$ cat src/rtl/nand_bank_pipe.sv
// nand_bank_pipe: CH independent NIN-input NAND channels behind a LAT-stage
// valid-tagged pipeline, with a saturating counter of output bit toggles.
//
// Optional feature macro: NAND_BANK_FAULT_INJ_EN (adds stuck-at fault ports).
//
// Ports:
//   CLK      in   clock, all state updates on rising edge
//   RST      in   synchronous active-high reset
//   A        in   [CH*NIN] channel c uses A[c*NIN +: NIN]
//   EN       in   sample A this cycle
//   CLR      in   synchronous clear of TOG_CNT / TOG_SAT
//   FLT_MASK in   [CH] (macro only) per-channel fault enable
//   FLT_VAL  in   [CH] (macro only) per-channel forced value
//   Y        out  [CH] registered NAND results
//   Y_VLD    out  Y updated this cycle with a new sample
//   TOG_CNT  out  [CNTW] saturating count of Y bit transitions
//   TOG_SAT  out  sticky, counter reached all-ones
module nand_bank_pipe #(
  parameter int unsigned CH   = 4,
  parameter int unsigned NIN  = 2,
  parameter int unsigned LAT  = 2,
  parameter int unsigned CNTW = 16
) (
  input  logic              CLK,
  input  logic              RST,
  input  logic [CH*NIN-1:0] A,
  input  logic              EN,
  input  logic              CLR,
`ifdef NAND_BANK_FAULT_INJ_EN
  input  logic [CH-1:0]     FLT_MASK,
  input  logic [CH-1:0]     FLT_VAL,
`endif
  output logic [CH-1:0]     Y,
  output logic              Y_VLD,
  output logic [CNTW-1:0]   TOG_CNT,
  output logic              TOG_SAT
);

  localparam int unsigned DW   = $clog2(CH + 1);
  // Sum is CNTW+1 bits; widened only if a single update could exceed that.
  localparam int unsigned SUMW = ((CNTW + 1) > (DW + 1)) ? (CNTW + 1) : (DW + 1);
  localparam logic [SUMW-1:0] CNT_MAX = SUMW'({CNTW{1'b1}});

  logic [CH-1:0]   nand_c;
  logic [CH-1:0]   s1_c;
  logic [CH-1:0]   fin_d_c;
  logic            fin_v_c;
  logic [CH-1:0]   diff_c;
  logic [DW-1:0]   d_c;
  logic [SUMW-1:0] sum_c;
  logic            sat_c;
  logic [CNTW-1:0] cnt_nxt_c;

  // Stage-1 value: per-channel NAND, optionally overridden by fault injection
  always_comb begin
    nand_c = '0;
    for (int unsigned c = 0; c < CH; c++) begin
      nand_c[c] = ~&A[c*NIN +: NIN];
    end
`ifdef NAND_BANK_FAULT_INJ_EN
    s1_c = (nand_c & ~FLT_MASK) | (FLT_VAL & FLT_MASK);
`else
    s1_c = nand_c;
`endif
  end

  // Pipeline ahead of Y; Y itself is the last of the LAT stages
  generate
    if (LAT == 1) begin : g_direct
      assign fin_d_c = s1_c;
      assign fin_v_c = EN;
    end else begin : g_pipe
      logic [CH-1:0] stg_d [LAT-1];
      logic          stg_v [LAT-1];

      always_ff @(posedge CLK) begin
        if (RST) begin
          for (int i = 0; i < int'(LAT) - 1; i++) begin
            stg_d[i] <= '0;
            stg_v[i] <= 1'b0;
          end
        end else begin
          stg_d[0] <= s1_c;
          stg_v[0] <= EN;
          for (int i = 1; i < int'(LAT) - 1; i++) begin
            stg_d[i] <= stg_d[i-1];
            stg_v[i] <= stg_v[i-1];
          end
        end
      end

      assign fin_d_c = stg_d[LAT-2];
      assign fin_v_c = stg_v[LAT-2];
    end
  endgenerate

  // Toggle distance between incoming and current Y, and clamped accumulation
  always_comb begin
    diff_c = fin_d_c ^ Y;
    d_c    = '0;
    for (int unsigned c = 0; c < CH; c++) begin
      d_c = d_c + DW'(diff_c[c]);
    end
    sum_c     = SUMW'(TOG_CNT) + SUMW'(d_c);
    sat_c     = (sum_c >= CNT_MAX);
    cnt_nxt_c = sat_c ? CNTW'(CNT_MAX) : CNTW'(sum_c);
  end

  // Output register and counter; CLR discards the count but Y still advances
  always_ff @(posedge CLK) begin
    if (RST) begin
      Y       <= '0;
      Y_VLD   <= 1'b0;
      TOG_CNT <= '0;
      TOG_SAT <= 1'b0;
    end else begin
      Y_VLD <= fin_v_c;
      if (fin_v_c) begin
        Y <= fin_d_c;
      end
      if (CLR) begin
        TOG_CNT <= '0;
        TOG_SAT <= 1'b0;
      end else if (fin_v_c) begin
        TOG_CNT <= cnt_nxt_c;
        if (sat_c) begin
          TOG_SAT <= 1'b1;
        end
      end
    end
  end

endmodule
$ cat config.mk
export PLATFORM = sky130hd
export DESIGN_NAME = nand_bank_pipe
export DESIGN_NICKNAME = d
export VERILOG_FILES = /design/src/rtl/nand_bank_pipe.sv
export SDC_FILE = /design/constraint.sdc
export NUM_CORES = 1
export LEC_CHECK = 0
export CAP_MARGIN = 20
export CORE_MARGIN = 4
export CORE_UTILIZATION = 44
export CTS_CLUSTER_SIZE = 8
export DETAILED_ROUTE_END_ITERATION = 16
export PLACE_DENSITY = 0.75
export SYNTH_ARGS = -nofsm -noshare
export SYNTH_HDL_FRONTEND = slang
export SYNTH_SLANG_ARGS = --single-unit
export TNS_END_PERCENT = 20
$ cat constraint.sdc
create_clock -name CLK -period 2.7 [get_ports CLK]
set_input_delay 0.54 -clock CLK [delete_from_list [all_inputs] [get_ports CLK]]
set_output_delay 0.54 -clock CLK [all_outputs]
set_load 0.05 [all_outputs]
## Word level (Yosys, flattened, before mapping)

Memories as Yosys holds them, arrays and structs flattened.
Cells that the tools add are included.

| operators by class | value |
|---|---|
| bitwise operators | 1 |
| reductions and logical operators | 12 |
| mux-type cells | 8 |
| $add $sub $neg | 4 |
| $lt $le $gt $ge | 1 |

Operator list:

| operator | number |
|---|---|
| 16-bit by 3-bit adder with 17-bit output | 1 |
| 17-bit by 16-bit greater-or-equal comparator with 1-bit output (second input constant) | 1 |
| 16-bit 2-to-1 mux | 1 |
| 2-bit AND reduction | 5 |
| 1-bit 2-to-1 mux | 6 |
| 1-bit zero test | 4 |
| 4-bit 2-to-1 mux | 1 |
| 4-bit OR reduction | 1 |
| 4-bit XOR | 1 |
| 2-bit by 1-bit adder with 3-bit output | 1 |
| 3-bit by 1-bit adder with 3-bit output | 1 |
| 1-bit by 1-bit adder with 2-bit output | 1 |
| 2-bit OR reduction | 1 |
| 1-bit OR reduction | 1 |

| word-level totals | value |
|---|---|
| logic and storage cells | 32 |
| bits in registers | 22 |
| RAM bits | 5 |
| memories | 2 |
| input port bits | 12 |

Memories:

| name | depth | width | rd ports | clocked after Yosys merged registers in | wr ports | line | source |
|---|---|---|---|---|---|---|---|
| g_pipe.stg_d | 1 | 4 | 1 | 0 | 1 | 73 | `logic [CH-1:0] stg_d [LAT-1];` |
| g_pipe.stg_v | 1 | 1 | 1 | 0 | 1 | 74 | `logic stg_v [LAT-1];` |

## Logic depth before layout (Yosys ltp)

| logic depth | value |
|---|---|
| depth in word-level cells | 7 |
| gate-level depth with buffers | 11 |

## Worst setup path before layout

OpenSTA, ideal clock, no wires.

| timing | value |
|---|---|
| path kind | register -> register |
| start point | reg Y[0] |
| end point | reg TOG_CNT[15] |
| arrival | 3.161 ns |
| setup time | 0.123 ns |
| setup slack | -0.584 ns |
| stages on the path, launching flop included | 12 |
| cells stage by stage | dfxtp_1 > xnor2_1 > fa_1 > inv_1 > fa_1 > fa_1 > nand3_1 > nor4_4 > and3_1 > buf_6 > nor4_1 > nor3_1 |

| between the ends | value |
|---|---|
| longest elaborated chain between the ends | 7 |

Ends and longest elaborated chain:

| element | line | source |
|---|---|---|
| start, declared | 33 | `output logic [CH-1:0] Y,` |
| start signal, assigned | 119 | `Y <= fin_d_c;` |
| 4-bit XOR (*) | 99 | `diff_c = fin_d_c ^ Y;` |
| 1-bit by 1-bit adder with 2-bit output (*) | 102 | `d_c = d_c + DW'(diff_c[c]);` |
| 2-bit by 1-bit adder with 3-bit output (*) | 102 |  |
| 3-bit by 1-bit adder with 3-bit output (*) | 102 |  |
| 16-bit by 3-bit adder with 17-bit output (*) | 104 | `sum_c = SUMW'(TOG_CNT) + SUMW'(d_c);` |
| 17-bit by 16-bit greater-or-equal comparator with 1-bit output | 105 | `sat_c = (sum_c >= CNT_MAX);` |
| 16-bit 2-to-1 mux (*) | 106 | `cnt_nxt_c = sat_c ? CNTW'(CNT_MAX) : CNTW'(sum_c);` |
| end signal, assigned | 125 | `TOG_CNT <= cnt_nxt_c;` |
| end, declared | 35 | `output logic [CNTW-1:0] TOG_CNT,` |

Mark *: on every way between the ends. The rest lies on a longest branch, timed or not.
A chain may end at the register's enable or synchronous reset.

## Worst setup path in the final report

| timing | value |
|---|---|
| start point | reg Y[0] |
| end point | reg TOG_SAT |

| between the ends | value |
|---|---|
| longest elaborated chain between the ends | 7 |

Ends and longest elaborated chain:

| element | line | source |
|---|---|---|
| 4-bit XOR | 99 |  |
| 1-bit by 1-bit adder with 2-bit output | 102 |  |
| 2-bit by 1-bit adder with 3-bit output | 102 |  |
| 3-bit by 1-bit adder with 3-bit output | 102 |  |
| 16-bit by 3-bit adder with 17-bit output | 104 |  |
| 17-bit by 16-bit greater-or-equal comparator with 1-bit output | 105 |  |
| 2-bit AND reduction (no source line) | - |  |
| end signal, assigned | 115 | `TOG_SAT <= 1'b0;` |
| end signal, assigned | 123 | `TOG_SAT <= 1'b0;` |
| end signal, assigned | 127 | `TOG_SAT <= 1'b1;` |
| end, declared | 36 | `output logic TOG_SAT` |

Every way passes these cells.

==> summary.txt <==
Placed design
  • Post-DP HPWL: 2516 um
  • Post-DP Area: 1795 um2
  • PortBufs: 33
  • GPL Wtd Cong: 0.8830

Yosys
  • Synth cell types: 37
  • Number of synthesized flops with an enable pin: 0
  • Mapped cell area: 1398 um2
  • Avg Inst Size Synth: 8.790 um2
  • Area contributors post-synth: dfxtp_1, a21oi_1, nor2_1
  • Post-synth top flop: dfxtp_1
  • Gate Count Post-Synth: 159
  • FF+latch count, synth: 27
  • Syn nets: 175
  • Ys async rst share: 0%
  • Post-synthesis sequential area ratio: 38.68%
  • Post-synth top area cell: dfxtp_1
  • Post-synth top area share: 38.68%
  • YS warnings: 0

Routing
  • Number of remaining DRC errors: 0
  • Post-DRT Antenna Nets: 0
  • Routed Wire Length: 3304 um
  • WL per Instance: 13.88 um
  • Vias: 1,315
  • Vias per inst: 5.525
  • First-pass detailed-route iteration total: 4
  • Initial DRC count: 95

Global routing
  • Vias in the first global route: 1,232
  • Grt ovf: 0
  • Met1 usage: 20.11%
  • Number of antenna violations at the first check in global routing: 0
  • First-pass GRT wire length: 5478 um
  • Most used routing layer: met2
  • M3 GR Usage: 3.515%
  • Tot GR Track Use: 16.47%
  • Largest net degree at the start of global routing: 18
  • GR Layer Usage met2: 28.09%

Flow run
  • MaxCap Viol Count: 0

Timing
  • Tmin final: 2.685 ns
  • RSZ-0062 raised after global routing: true
  • Max-Slew Margin vs Limit: 55.35%
  • Max frequency: 372.5 MHz
  • Sum of negative setup slack: 0 ns
  • Slew Limit Fails: 0
  • Final setup fails: 0
  • Worst-Margin Slew: 0.6647 ns
  • Fin. Hold Viols: 0
  • Final Skew: 0.01855 ns
  • Fin crit share: 99.43%

CTS
  • Worst-path clk slew: 0.17 ns
  • H-tree depth: 1
  • Clock buffer depth: 2
  • Total CTS buffers: 3
  • Clk sinks: 27
  • Clk_lat worst skew: 0.35 ns
  • Root Buffer: clkbuf_4
  • CTS tree: done
  • CTS hold repair buffers: 0

Power
  • Max VDD drop: 0.2282 mV
  • Leakage: 0.0006507 uW
  • Clock share of power: 26.0%
  • Reg power frac: 56.2%
  • Combinational share of power: 17.8%
  • Pwr dens: 392.1 nW/um2
  • Internal power component: 531.8 uW
  • Sw Share: 28.41%
  • Switching power: 211.0 uW

Floorplanning
  • Core Box Area: 3053 um2
  • Die X: 64.36 um
  • Std cell rows: 20
  • Die footprint: 4142 um2
  • Die Ht: 64.36 um
  • I/O pin count: 34
  • Initial core utilization: 45.78%

Final layout
  • Layout cells sized above 1: 18.04%
  • Synthesis-to-layout area growth: 35.54%
  • Antenna Cells: 0
  • Final #Nets: 211
  • Post-route cell area: 1894 um2

Hold path
  • Worst Hold Class: reg -> reg

Status
  • Status: finished clean

Critical path
  • Worst Setup Path Type: reg -> reg
  • Data arrival time of the worst path: 2.97 ns
  • Startpoint types: register
  • CP required: 2.98 ns
  • Worst-path maximum fanout: 7
  • Nature of the critical path endpoint: register
-- routing by layer --
| metal | wire (um) | up-vias |
|---|---|---|
| met1 | 1442 | 627 |
| li1 | - | 640 |
| met3 | 160 | 5 |
| met2 | 1665 | 43 |
| met4 | 36 | 0 |
| met5 | 0 | - |
-- state kept, by name, summed over array words and instances, names as in the netlist --
name	count
TOG_SAT	1
Y_VLD	1
g_pipe.stg_d	4
Y	4
g_pipe.stg_v	1
TOG_CNT	16
-- worst max-delay path: stages (launching register included) --
cell and delay [ns]:
dfxtp_4 0.39, xnor2_2 0.14, fa_1 0.50, inv_1 0.05, fa_2 0.36, fa_2 0.45
buf_4 0.16, nor3_1 0.15, a32o_1 0.16, a32oi_1 0.05, o31ai_1 0.23
-- cell type report --
class	instances	area, um2
clock buffer	3	22.52
multi-input combinational	116	849.6
sequential	27	553.0
tap	44	55.05
inverter	8	30.03
timing repair buffer	39	375.4
fill	266	1159
clock inverter	1	8.758
-- power by group through the flow --
stage | Clock (uW) | Sequential [uW] | Combinational (uW)
global placement | 0 | 425 | 118
CTS | 199 | 417 | 123
detailed placement | 0 | 425 | 123
floorplan | 0 | 438 | 64.0
finish | 193 | 418 | 132
global route | 214 | 419 | 145
-- final timing paths --
kind	startpoint	to	slack [ns]	depth (start not counted)
max	Y[0]$_SDFFE_PP0P_	TOG_SAT$_SDFFE_PP0P_	0.02	10
min	TOG_SAT$_SDFFE_PP0P_	TOG_SAT$_SDFFE_PP0P_	0.53	2
max reg2reg	Y[0]$_SDFFE_PP0P_	TOG_SAT$_SDFFE_PP0P_	0.02	10
min reg2reg	TOG_SAT$_SDFFE_PP0P_	TOG_SAT$_SDFFE_PP0P_	0.53	2
-- through the flow --
stage	hold WS (ns)	setup slack, ns	cells	total power, uW	util, %
2_1_floorplan	0.4842	0.008030	159	502.0	-
3_3_place_gp	0.4847	0.08178	232	543.0	58.81
3_5_place_dp	0.4833	-0.003092	232	548.0	58.81
4_1_cts	0.5245	0.001299	236	738.4	59.84
5_1_grt	0.5815	-0.1686	238	778.4	62.05
6_report	0.5304	0.01529	238	742.8	62.05
-- timing repair --
action,4_1_cts,5_1_grt
endpoints found under the setup margin,0,17
setup buffers,0,2
resized for setup,0,12
-- cells in the mapped netlist, drive strengths merged (3+ instances only) --
library cell / n
fa: 3
nor2b: 3
mux2i: 4
clkbuf: 3
a21oi: 13
and3: 3
dfxtp: 27
buf: 5
xor2: 7
nand4: 5
o21ai: 9
nand2: 6
inv: 8
a211oi: 4
nor3: 11
nand3: 7
a31oi: 6
nor2: 18
-- logic make-up after synthesis --
group                      count (synthesis)  synth area share, %
and+or+nand+nor                           61                24.80
xor gates and xnor gates                   9                5.640
AOI/OAI and AO/OA                         38                16.38
muxes                                      4                2.865
DFF                                       27                38.68
adders and majority gates                  4                5.193
buffers and inverters                     16                6.445
-- cell usage in the layout, fill, tap and decap left out, types with 6 or more instances in the layout --
cell type        Yosys  layout
clkdlybuf4s50_1      0      33
dfxtp_1             27      23
nor2_1              17      16
a21oi_1             13      13
nor3_1              10      10
o21ai_0              9       9
inv_1                8       8
xor2_1               7       7
a31oi_1              6       6
buf_4                2       6
No activity file was read; power rests on OpenSTA's default activity.
